## config.mk

```make
export PLATFORM = sky130hd
export DESIGN_NAME = ex_stage_mc
export DESIGN_NICKNAME = d
export VERILOG_FILES = /design/src/rtl/ex_stage_mc_pkg.sv /design/src/rtl/ex_stage_mc_alu.sv /design/src/rtl/ex_stage_mc_md_unit.sv /design/src/rtl/ex_stage_mc.sv
export SDC_FILE = /design/constraint.sdc
export NUM_CORES = 2
export LEC_CHECK = 0
export ABC_AREA = 1
export BUFFER_PORTS_ARGS = -buffer_cell sky130_fd_sc_hd__buf_2
export CORE_MARGIN = 2
export CORE_UTILIZATION = 33
export CTS_CLUSTER_SIZE = 20
export DETAILED_ROUTE_END_ITERATION = 7
export PLACE_DENSITY = 0.55
export SLEW_MARGIN = 20
export SYNTH_ARGS = -nofsm -noshare
export SYNTH_HDL_FRONTEND = slang
export SYNTH_HIERARCHICAL = 1
export SYNTH_SLANG_ARGS = --single-unit
export TNS_END_PERCENT = 10
```

## constraint.sdc

```tcl
create_clock -name clk -period 3 [get_ports clk]
set_input_delay 0.3 -clock clk [delete_from_list [all_inputs] [get_ports clk]]
set_output_delay 0.3 -clock clk [all_outputs]
set_load 0.02 [all_outputs]
```

## src/rtl/ex_stage_mc_pkg.sv

```systemverilog
// rtl/ex_stage_mc_pkg.sv - shared constants and types for the multi-cycle execute stage
package ex_pkg;

  localparam int SIG_BRANCH  = 1;
  localparam int SIG_JMP     = 2;
  localparam int SIG_ALUSRC  = 6;
  localparam int SIG_ALUOP_LO = 8;
  localparam int SIG_ALUOP_HI = 11;
  localparam int SIG_XSRCR2  = 12;
  localparam int SIG_JR      = 14;
  localparam int SIG_BSEL_LO = 19;
  localparam int SIG_BSEL_HI = 20;
  localparam int SIG_MD_EN   = 21;
  localparam int SIG_MDOP_LO = 22;
  localparam int SIG_MDOP_HI = 23;
  localparam int SIG_RSVD    = 28;
  localparam int SIG_BTAKEN  = 29;
  localparam int SIG_JUMP    = 30;

  localparam logic [1:0] MD_MULU = 2'b00;
  localparam logic [1:0] MD_MULS = 2'b01;
  localparam logic [1:0] MD_DIVU = 2'b10;
  localparam logic [1:0] MD_DIVS = 2'b11;

  localparam logic [1:0] BSEL_EQ    = 2'd0;
  localparam logic [1:0] BSEL_NE    = 2'd1;
  localparam logic [1:0] BSEL_ALU   = 2'd2;
  localparam logic [1:0] BSEL_NEVER = 2'd3;

  localparam logic [3:0] ALU_ADD  = 4'd0;
  localparam logic [3:0] ALU_SUB  = 4'd1;
  localparam logic [3:0] ALU_AND  = 4'd2;
  localparam logic [3:0] ALU_OR   = 4'd3;
  localparam logic [3:0] ALU_XOR  = 4'd4;
  localparam logic [3:0] ALU_SLT  = 4'd5;
  localparam logic [3:0] ALU_SLTU = 4'd6;
  localparam logic [3:0] ALU_SLL  = 4'd7;
  localparam logic [3:0] ALU_SRL  = 4'd8;
  localparam logic [3:0] ALU_SRA  = 4'd9;
  localparam logic [3:0] ALU_LUI  = 4'd10;

  typedef enum logic [1:0] {IDLE, BUSY, DONE} md_state_e;

endpackage

```

## src/rtl/ex_stage_mc_alu.sv

```systemverilog
// rtl/ex_stage_mc_alu.sv - combinational ALU of the execute stage
module ex_alu
  import ex_pkg::*;
#(
  parameter int XLEN = 32
) (
  input  logic [3:0]      op_i,
  input  logic [XLEN-1:0] a_i,
  input  logic [XLEN-1:0] b_i,
  output logic [XLEN-1:0] y_o
);

  localparam int SH_W = $clog2(XLEN);

  logic [SH_W-1:0] shamt;
  assign shamt = b_i[SH_W-1:0];

  always_comb begin
    y_o = '0;
    case (op_i)
      ALU_ADD:  y_o = a_i + b_i;
      ALU_SUB:  y_o = a_i - b_i;
      ALU_AND:  y_o = a_i & b_i;
      ALU_OR:   y_o = a_i | b_i;
      ALU_XOR:  y_o = a_i ^ b_i;
      ALU_SLT:  y_o = {{(XLEN-1){1'b0}}, $signed(a_i) < $signed(b_i)};
      ALU_SLTU: y_o = {{(XLEN-1){1'b0}}, a_i < b_i};
      ALU_SLL:  y_o = a_i << shamt;
      ALU_SRL:  y_o = a_i >> shamt;
      ALU_SRA:  y_o = $unsigned($signed(a_i) >>> shamt);
      ALU_LUI:  y_o = b_i << 16;
      default:  y_o = '0;
    endcase
  end

endmodule

```

## src/rtl/ex_stage_mc_md_unit.sv

```systemverilog
// rtl/ex_stage_mc_md_unit.sv - iterative shift-add multiplier / restoring divider
module md_unit
  import ex_pkg::*;
#(
  parameter int XLEN    = 32,
  parameter int MD_BITS = 1
) (
  input  logic            clk,
  input  logic            rst_n,
  input  logic            flush_i,
  input  logic            start_i,
  input  logic [1:0]      op_i,
  input  logic [XLEN-1:0] a_i,
  input  logic [XLEN-1:0] b_i,
  input  logic            ack_i,
  output logic            busy_o,
  output logic            done_o,
  output logic [XLEN-1:0] lo_o,
  output logic [XLEN-1:0] hi_o
);

  localparam int ITERS = XLEN / MD_BITS;
  localparam int CNT_W = $clog2(ITERS + 1);

  md_state_e         state_q, state_d;
  logic [CNT_W-1:0]  cnt_q, cnt_d;
  logic [XLEN-1:0]   hi_q, hi_d, lo_q, lo_d, opnd_q, opnd_d;
  logic              div_q, div_d, neg_q, neg_d, rneg_q, rneg_d, bz_q, bz_d;
  logic [2*XLEN-1:0] step_v;

  // One radix-2 step on {hi, lo}: shift-add for multiply, restoring subtract for divide.
  function automatic logic [2*XLEN-1:0] md_step(input logic div, input logic [2*XLEN-1:0] acc,
                                                input logic [XLEN-1:0] d);
    logic [XLEN:0]   t;
    logic [XLEN-1:0] q;
    if (div) begin
      t = acc[2*XLEN-1:XLEN-1];
      q = {acc[XLEN-2:0], 1'b0};
      if (t >= {1'b0, d}) begin
        t    = t - {1'b0, d};
        q[0] = 1'b1;
      end
      md_step = {t[XLEN-1:0], q};
    end else begin
      t = {1'b0, acc[2*XLEN-1:XLEN]} + (acc[0] ? {1'b0, d} : '0);
      md_step = {t, acc[XLEN-1:1]};
    end
  endfunction

  logic            is_div, is_signed, a_neg, b_neg;
  logic [XLEN-1:0] a_mag, b_mag;

  assign is_div    = (op_i == MD_DIVU) || (op_i == MD_DIVS);
  assign is_signed = (op_i == MD_MULS) || (op_i == MD_DIVS);
  assign a_neg     = is_signed & a_i[XLEN-1];
  assign b_neg     = is_signed & b_i[XLEN-1];
  assign a_mag     = a_neg ? -a_i : a_i;
  assign b_mag     = b_neg ? -b_i : b_i;

  always_comb begin
    state_d = state_q;
    cnt_d   = cnt_q;
    hi_d    = hi_q;
    lo_d    = lo_q;
    opnd_d  = opnd_q;
    div_d   = div_q;
    neg_d   = neg_q;
    rneg_d  = rneg_q;
    bz_d    = bz_q;
    step_v  = {hi_q, lo_q};
    case (state_q)
      IDLE: if (start_i) begin
        state_d = BUSY;
        cnt_d   = CNT_W'(ITERS);
        hi_d    = '0;
        lo_d    = is_div ? a_mag : b_mag;
        opnd_d  = is_div ? b_mag : a_mag;
        div_d   = is_div;
        neg_d   = a_neg ^ b_neg;
        rneg_d  = a_neg;
        bz_d    = (b_i == '0);
      end
      BUSY: begin
        for (int i = 0; i < MD_BITS; i++) step_v = md_step(div_q, step_v, opnd_q);
        {hi_d, lo_d} = step_v;
        cnt_d = cnt_q - 1'b1;
        if (cnt_q == CNT_W'(1)) state_d = DONE;
      end
      DONE: if (ack_i) state_d = IDLE;
      default: state_d = IDLE;
    endcase
    if (flush_i) begin
      state_d = IDLE;
      cnt_d   = '0;
    end
  end

  always_ff @(posedge clk or negedge rst_n) begin
    if (!rst_n) begin
      state_q <= IDLE;
      cnt_q   <= '0;
      hi_q    <= '0;
      lo_q    <= '0;
      opnd_q  <= '0;
      div_q   <= 1'b0;
      neg_q   <= 1'b0;
      rneg_q  <= 1'b0;
      bz_q    <= 1'b0;
    end else begin
      state_q <= state_d;
      cnt_q   <= cnt_d;
      hi_q    <= hi_d;
      lo_q    <= lo_d;
      opnd_q  <= opnd_d;
      div_q   <= div_d;
      neg_q   <= neg_d;
      rneg_q  <= rneg_d;
      bz_q    <= bz_d;
    end
  end

  logic [2*XLEN-1:0] prod_s;
  logic [XLEN-1:0]   quo_s, rem_s;

  assign prod_s = neg_q ? -{hi_q, lo_q} : {hi_q, lo_q};
  assign quo_s  = bz_q ? '1 : (neg_q ? -lo_q : lo_q);
  assign rem_s  = rneg_q ? -hi_q : hi_q;

  assign busy_o = (state_q != IDLE);
  assign done_o = (state_q == DONE);
  assign lo_o   = div_q ? quo_s : prod_s[XLEN-1:0];
  assign hi_o   = div_q ? rem_s : prod_s[2*XLEN-1:XLEN];

endmodule

```

## src/rtl/ex_stage_mc.sv

```systemverilog
// rtl/ex_stage_mc.sv - multi-cycle execute stage with valid/ready handshake and EX/MEM register
module ex_stage_mc
  import ex_pkg::*;
#(
  parameter int XLEN    = 32,
  parameter int MD_BITS = 1,
  parameter int SIG_W   = 32
) (
  input  logic             clk,
  input  logic             rst_n,
  input  logic             flush,
  input  logic             in_valid,
  output logic             in_ready,
  input  logic [XLEN-1:0]  in_pc,
  input  logic [XLEN-1:0]  in_pc_4,
  input  logic [XLEN-1:0]  in_ir,
  input  logic [XLEN-1:0]  in_r1,
  input  logic [XLEN-1:0]  in_r2,
  input  logic [XLEN-1:0]  in_ext,
  input  logic [SIG_W-1:0] in_signal,
  input  logic [4:0]       in_dst,
  output logic             out_valid,
  input  logic             out_ready,
  output logic [XLEN-1:0]  out_pc,
  output logic [XLEN-1:0]  out_ir,
  output logic [XLEN-1:0]  out_r,
  output logic [XLEN-1:0]  out_r2,
  output logic [XLEN-1:0]  out_hi,
  output logic [SIG_W-1:0] out_signal,
  output logic [4:0]       out_dst,
  output logic [XLEN-1:0]  new_pc,
  output logic             jb
);

  logic [XLEN-1:0] x_op, y_op, alu_res, br_tgt, j_tgt, npc, md_lo, md_hi;
  logic            is_md, cond, b, jmp, jr, out_en, accept, alu_load, md_start, md_load;
  logic            md_busy, md_done;
  logic [SIG_W-1:0] sig_ovr;

  assign x_op = in_signal[SIG_XSRCR2] ? in_r2 : in_r1;
  assign y_op = in_signal[SIG_ALUSRC] ? in_ext : in_r2;

  ex_alu #(.XLEN(XLEN)) u_alu (
    .op_i (in_signal[SIG_ALUOP_HI:SIG_ALUOP_LO]),
    .a_i  (x_op),
    .b_i  (y_op),
    .y_o  (alu_res)
  );

  always_comb begin
    cond = 1'b0;
    case (in_signal[SIG_BSEL_HI:SIG_BSEL_LO])
      BSEL_EQ:    cond = (x_op == y_op);
      BSEL_NE:    cond = (x_op != y_op);
      BSEL_ALU:   cond = alu_res[0];
      BSEL_NEVER: cond = 1'b0;
      default:    cond = 1'b0;
    endcase
  end

  // Mul/div ops never redirect, so their control is stripped of branch/jump effects.
  assign is_md  = in_signal[SIG_MD_EN];
  assign b      = in_signal[SIG_BRANCH] & cond & ~is_md;
  assign jmp    = in_signal[SIG_JMP] & ~is_md;
  assign jr     = in_signal[SIG_JR] & ~is_md;
  assign br_tgt = in_pc + ({{(XLEN-16){in_ir[15]}}, in_ir[15:0]} << 2);
  assign j_tgt  = {in_pc[XLEN-1:28], in_ir[25:0], 2'b00};
  assign npc    = jr ? in_r1 : jmp ? j_tgt : b ? br_tgt : in_pc_4;

  always_comb begin
    sig_ovr             = in_signal;
    sig_ovr[SIG_RSVD]   = 1'b0;
    sig_ovr[SIG_BTAKEN] = b;
    sig_ovr[SIG_JUMP]   = jmp | jr;
  end

  assign out_en   = ~out_valid | out_ready;
  assign in_ready = ~md_busy & out_en & ~flush;
  assign accept   = in_valid & in_ready;
  assign alu_load = accept & ~is_md;
  assign md_start = accept & is_md;
  assign md_load  = md_done & out_en & ~flush;

  md_unit #(.XLEN(XLEN), .MD_BITS(MD_BITS)) u_md (
    .clk     (clk),
    .rst_n   (rst_n),
    .flush_i (flush),
    .start_i (md_start),
    .op_i    (in_signal[SIG_MDOP_HI:SIG_MDOP_LO]),
    .a_i     (x_op),
    .b_i     (y_op),
    .ack_i   (md_load),
    .busy_o  (md_busy),
    .done_o  (md_done),
    .lo_o    (md_lo),
    .hi_o    (md_hi)
  );

  logic [XLEN-1:0]  md_pc_q, md_ir_q, md_r2_q, md_npc_q;
  logic [SIG_W-1:0] md_sig_q;
  logic [4:0]       md_dst_q;

  always_ff @(posedge clk or negedge rst_n) begin
    if (!rst_n) begin
      md_pc_q  <= '0;
      md_ir_q  <= '0;
      md_r2_q  <= '0;
      md_npc_q <= '0;
      md_sig_q <= '0;
      md_dst_q <= '0;
    end else if (md_start) begin
      md_pc_q  <= in_pc;
      md_ir_q  <= in_ir;
      md_r2_q  <= in_r2;
      md_npc_q <= npc;
      md_sig_q <= sig_ovr;
      md_dst_q <= in_dst;
    end
  end

  logic             valid_q, valid_d, jb_q, jb_d;
  logic [XLEN-1:0]  pc_q, pc_d, ir_q, ir_d, r_q, r_d, r2_q, r2_d, hi_q, hi_d, npc_q, npc_d;
  logic [SIG_W-1:0] sig_q, sig_d;
  logic [4:0]       dst_q, dst_d;

  always_comb begin
    valid_d = valid_q;
    pc_d    = pc_q;
    ir_d    = ir_q;
    r_d     = r_q;
    r2_d    = r2_q;
    hi_d    = hi_q;
    sig_d   = sig_q;
    dst_d   = dst_q;
    npc_d   = npc_q;
    jb_d    = jb_q;
    if (flush) begin
      valid_d = 1'b0;
    end else if (alu_load) begin
      valid_d = 1'b1;
      pc_d    = in_pc;
      ir_d    = in_ir;
      r_d     = alu_res;
      r2_d    = in_r2;
      hi_d    = '0;
      sig_d   = sig_ovr;
      dst_d   = in_dst;
      npc_d   = npc;
      jb_d    = jr | jmp | b;
    end else if (md_load) begin
      valid_d = 1'b1;
      pc_d    = md_pc_q;
      ir_d    = md_ir_q;
      r_d     = md_lo;
      r2_d    = md_r2_q;
      hi_d    = md_hi;
      sig_d   = md_sig_q;
      dst_d   = md_dst_q;
      npc_d   = md_npc_q;
      jb_d    = 1'b0;
    end else if (out_ready) begin
      valid_d = 1'b0;
    end
  end

  always_ff @(posedge clk or negedge rst_n) begin
    if (!rst_n) begin
      valid_q <= 1'b0;
      pc_q    <= '0;
      ir_q    <= '0;
      r_q     <= '0;
      r2_q    <= '0;
      hi_q    <= '0;
      sig_q   <= '0;
      dst_q   <= '0;
      npc_q   <= '0;
      jb_q    <= 1'b0;
    end else begin
      valid_q <= valid_d;
      pc_q    <= pc_d;
      ir_q    <= ir_d;
      r_q     <= r_d;
      r2_q    <= r2_d;
      hi_q    <= hi_d;
      sig_q   <= sig_d;
      dst_q   <= dst_d;
      npc_q   <= npc_d;
      jb_q    <= jb_d;
    end
  end

  assign out_valid  = valid_q;
  assign out_pc     = pc_q;
  assign out_ir     = ir_q;
  assign out_r      = r_q;
  assign out_r2     = r2_q;
  assign out_hi     = hi_q;
  assign out_signal = sig_q;
  assign out_dst    = dst_q;
  assign new_pc     = npc_q;
  assign jb         = jb_q;

endmodule
```

==> results.md <==
- The number of buffers created by CTS is 60.
- The slowest stage of the critical path belongs to the cell sky130_fd_sc_hd__nand2_1.
- The max-slew headroom at the worst pin is 0.190.
- The net switching power of the design is 22.9 mW.
- The via count is 59940.
- The number of violations of the max-capacitance limit is 0.
- The number of nets in the synthesized netlist is 8445.
- The number of H-tree branching levels is 2.
- The post-synthesis cell area is about 0.047 sq mm.
- The multiplexer area fraction after synthesis is 0.
- The number of slew-limit violations in the final report came to 0.
- The share of the Yosys chip area taken by registers is 0.267.
- Measured along the x axis, the die boundary spans 382 um.
- The post-synthesis xor/xnor area fraction is 0.0197.
- The share of final-layout standard cells stronger than drive strength 1 is 0.192.
- After detailed routing, the number of remaining DRC violations is 0.
- The cell count after synthesis is 8008.
- The Yosys step of the flow raised 6 warnings.
- Setup violations remaining at the end of the flow were counted as 0.
- Entering global routing, the biggest net connects 131 pins.
- Of the total power, the clock network draws 0.178.
- The number of routed nets with antenna violations is 0.
- In this run, distinct cell masters in the synthesized netlist total 59.
- The worst voltage drop across the vdd grid is a little under 0.0006 V.
- The clock net sink count is 502.
- The floorplan step defined a die boundary enclosing 0.146 sq mm.
- Summed over all layers, the global routing overflow is 0.
- Clock-pin slew was measured on the worst setup and hold paths at ~0.060 ns.
- The compound-cell area share of the yosys netlist was 0.144.
- The endpoint type of the worst setup path is a flip-flop.
- The cell at the root of the clock tree is sky130_fd_sc_hd__clkbuf_16.
- The first-iteration detailed-routing DRC count is 6392.
- The most numerous cell type found on the critical path is sky130_fd_sc_hd__nand2_1.
- The flow ran to the end, and the final reports show no timing, DRC or antenna violations.
- In this run the vertical extent of the chip is approximately 380 um.
- For flop-to-flop paths, the worst setup slack is about 0.14 ns.
- The post-synthesis simple-gate area fraction is 0.403.
- The cell depth of the worst min-delay path is 3.
- The length of the first detailed-routing pass in iterations is 8.
- The count of cells in the finished layout, fillers not included, comes to 11278.
- For this run, asynchronously set or reset flops after synthesis account for 1.00.
- The most used flip-flop cell after synthesis is sky130_fd_sc_hd__dfrtp_1.
- The clock passes through at most 3 buffers.
- By startpoint and endpoint, the worst setup path is classified as primary input to flip-flop.
- For this configuration, the core starts out at a cell density of 0.333.
- The area of placed instances is 0.0591 sq mm.
- Traced cell by cell, the critical path runs through buf_2 > nand2_1 > nand2_4 > buf_4 > buf_8 > nand2_1 > nand3_1 > nand3_1 > nand3_1 > nand3_1 > nand2_1 > nand2_1 > nand2_1 > nor2_1 > nand2_2 > o21ai_2 > nand2_4 > buf_12 > clkbuf_16 > nand4_1 > nand3_1 > nand3_1 > nand2_1 > nand2_1.
- For the pin with the worst max-slew slack, the measured transition is 1.21 ns.
- In the finished design, the share of the clock period the worst path needs comes to 0.988.
- The insertion delay to the later sink of the worst-skew pair is 0.71 ns.
- In the final routed layout, each cell accounts on average for 24.7 um.
- After the last flow step, the layout net total stands at ~9800.
- The core region is 0.142 sq mm.
- The cell area after layout is roughly 0.062 sq mm.
- Relative to the synthesized area, the layout overhead comes to 32.5%.
- The post-DP HPWL is 231000 um.
- The final hold violation count is 0.
- Subtracting the final worst setup slack from the clock period gives 2.96 ns.
- In this run, synthesis produced a sequential element count of ~500.
- The kind of start point of the critical path is a primary input.
- Of the total synthesized cell area, the portion taken by full adders, half adders and majority gates is 0.0547.
- The number of enable-type register cells in the synthesized netlist is 0.
- The worst hold-check path type is primary input to flip-flop.
- The total wire length is 278000 um.
- The placer's final routability congestion estimate is 1.05.
- The clock tree from TritonCTS is done.
- The required time reported for the critical path endpoint is 3.53 ns.
- The leakage power summed over all cells is 33.7 nW.
- The worst clock skew is 0.0837 ns.
- The layout filler cell count is 15458.
- In this run the mean area of a mapped cell was approximately 6 sq um.
- The number of placed instances with taps included is 11066.
- The delay of the slowest cell on the worst path is about 0.29 ns.
- Input and output buffers added on the ports amount to between 400 and 500.
- The largest driver fanout on the critical path is 26.
- Setup repair after global routing could not meet its margin everywhere.
- Timing would allow up to 337 MHz.
- The total global routing track utilization is 0.368.
- Across all hold checks on the routed design, the worst slack comes to 0.0284 ns.
- The main combinational cell family by area after synthesis is simple AND/OR/NAND/NOR gates.
- The total power density per cell area is 727 mW/mm^2.
- The initial antenna violation count is 38.
- For this design the top-level I/O count stands at 466.
- The sequential share of power is 0.240.
- The internal power of the cells totals 22.5 mW.
- After detailed routing, the number of vias per cell comes to 5.31.
- Of the total power, combinational logic draws 0.582.
- The via count of the first global-routing pass is 56788.
- Of the total power, the share spent switching nets is 0.504.
- The arrival time of the worst setup path is 3.49 ns.
- The row count is ~140.
- The first global-routing pass estimated 395000 um of wire.
- The number of cells traversed by the worst register-to-register path is 14.
-- cells in the final DEF (no fill, tap or decap), types with 21 or more instances in the layout --
| cell | count |
|---|---|
| sky130_fd_sc_hd__buf_4 | 1018 |
| sky130_fd_sc_hd__xnor2_1 | 31 |
| sky130_fd_sc_hd__ha_1 | 193 |
| sky130_fd_sc_hd__nand4_1 | 132 |
| sky130_fd_sc_hd__inv_1 | 957 |
| sky130_fd_sc_hd__xor2_1 | 75 |
| sky130_fd_sc_hd__buf_2 | 458 |
| sky130_fd_sc_hd__buf_12 | 48 |
| sky130_fd_sc_hd__o21ai_1 | 31 |
| sky130_fd_sc_hd__a21oi_1 | 288 |
| sky130_fd_sc_hd__nand3_1 | 751 |
| sky130_fd_sc_hd__nor2_1 | 636 |
| sky130_fd_sc_hd__nand2_1 | 2833 |
| sky130_fd_sc_hd__nand2_2 | 35 |
| sky130_fd_sc_hd__nand3b_1 | 22 |
| sky130_fd_sc_hd__o21ai_0 | 675 |
| sky130_fd_sc_hd__a31oi_1 | 73 |
| sky130_fd_sc_hd__dlygate4sd3_1 | 76 |
| sky130_fd_sc_hd__dfrtp_1 | 500 |
| sky130_fd_sc_hd__o211ai_1 | 45 |
| sky130_fd_sc_hd__nor3_1 | 98 |
| sky130_fd_sc_hd__a22oi_1 | 21 |
| sky130_fd_sc_hd__clkbuf_16 | 64 |
-- critical path: cells and delay by family --
family	cells	cell delay, ns
buffers and inverters	5	0.99
AND/OR/NAND/NOR	18	2.09
AO/OA/AOI/OAI	1	0.09
-- kinds of logic (layout without fill, tap and decap cells) --
group	count (synthesis)	after routing
XOR/XNOR	106	106
flip-flops	502	502
other	1	15
buffers and inverters	1346	2712
AND/OR/NAND/NOR	4597	4597
AO/OA/AOI/OAI	1253	1253
adder cells (fa/ha/maj)	203	203
-- timing repair --
item / CTS / global route
resized for setup: 9 / 71
pin swaps: 0 / 1
hold buffers: 76 / 0
gates cloned: 0 / 5
setup endpoints to repair: 69 / 107
hold endpoints to repair: 594 / 0
setup buffers: 0 / 6
-- flip-flops by register name (all words and copies together) (netlist names), 6 cells and up --
name / count
new_pc: 32
out_pc: 32
u_md/lo_q: 32
out_r: 32
u_md/opnd_q: 32
u_md/hi_q: 32
out_ir: 32
u_md/cnt_q: 6
md_r2_q: 32
md_sig_q: 31
out_r2: 32
out_hi: 32
md_npc_q: 32
md_ir_q: 32
out_signal: 31
md_pc_q: 32
-- per-stage QoR --
stage | TNS, ns | setup WS [ns] | utilization | power, mW
detailed placement | -73.89 | -0.835 | 0.417 | 36.7
global placement | -69.39 | -0.795 | 0.417 | 36.8
finish | 0 | 0.0369 | 0.441 | 45.4
floorplan | -7.82 | -0.134 | - | 24.5
global route | -0.0943 | -0.0485 | 0.441 | 48.0
CTS | 0 | 0.0345 | 0.438 | 45.1
-- layout make-up --
| class | instances | area [sq um] | share of cell area |
|---|---|---|---|
| multi-input cells | 6160 | 29700 | 0.476 |
| repair buffers | 1611 | 11800 | 0.190 |
| clock inverters | 32 | 448 | 0.00717 |
| clock buffers | 79 | 1690 | 0.0271 |
| well taps | 1890 | 2360 | 0.0379 |
| inverters | 989 | 3750 | 0.0601 |
| diodes | 14 | 35.0 | 0.000561 |
| flip-flops and latches | 502 | 12600 | 0.201 |
| repair inverters | 1 | 8.76 | 0.000140 |
-- worst paths after layout --
check,from,end
setup / recovery,in_r2[0],new_pc[21]
hold / removal,in_ir[22],md_ir_q[22]
setup reg to reg,u_md/lo_q[0],u_md/hi_q[25]
hold reg to reg,md_sig_q[30],out_signal[30]
max in group asynchronous,rst_n,u_md/div_q
min in group asynchronous,rst_n,out_pc[8]
-- cell usage after synthesis, drive strengths merged (5+ instances only) --
cell / number / area (sq um)
nor2: 668 / 2580
o21ai: 728 / 3650
o21a: 9 / 67.6
xor2: 75 / 657
nand3: 766 / 3880
a21o: 6 / 45.0
clkinv: 13 / 53.8
o211ai: 45 / 338
buf: 128 / 706
o21bai: 22 / 165
nand2: 2873 / 10800
clkbuf: 229 / 865
o22ai: 17 / 106
nor4: 9 / 56.3
fa: 5 / 100
inv: 976 / 3670
a21oi: 298 / 1500
a22oi: 21 / 158
and3: 6 / 37.5
xnor2: 31 / 272
nand4: 132 / 826
a31oi: 73 / 457
nand3b: 22 / 165
nor3: 100 / 500
dfrtp: 502 / 12600
a21boi: 13 / 97.6
o221ai: 7 / 61.3
ha: 198 / 2480
or2: 8 / 50.1
and2: 9 / 56.3
-- layer usage --
layer / global-route usage / share of wire / vias to the layer above
met1: 0.457 / 0.40 / 28337
li1: - / - / 28350
met5: 0 / 0.00024 / -
met3: 0.0457 / 0.062 / 646
met2: 0.611 / 0.46 / 2597
met4: 0.217 / 0.072 / 10
-- power by group through the flow --
stage,sequential [mW],clock (mW),combinational [mW]
global route,11.1,8.46,28.5
global placement,10.9,0,25.9
CTS,10.8,8.21,26.0
finish,10.9,8.08,26.4
detailed placement,10.9,0,25.8
floorplan,11.7,0,12.8
Note: power is estimated with default switching activity, not from simulation.
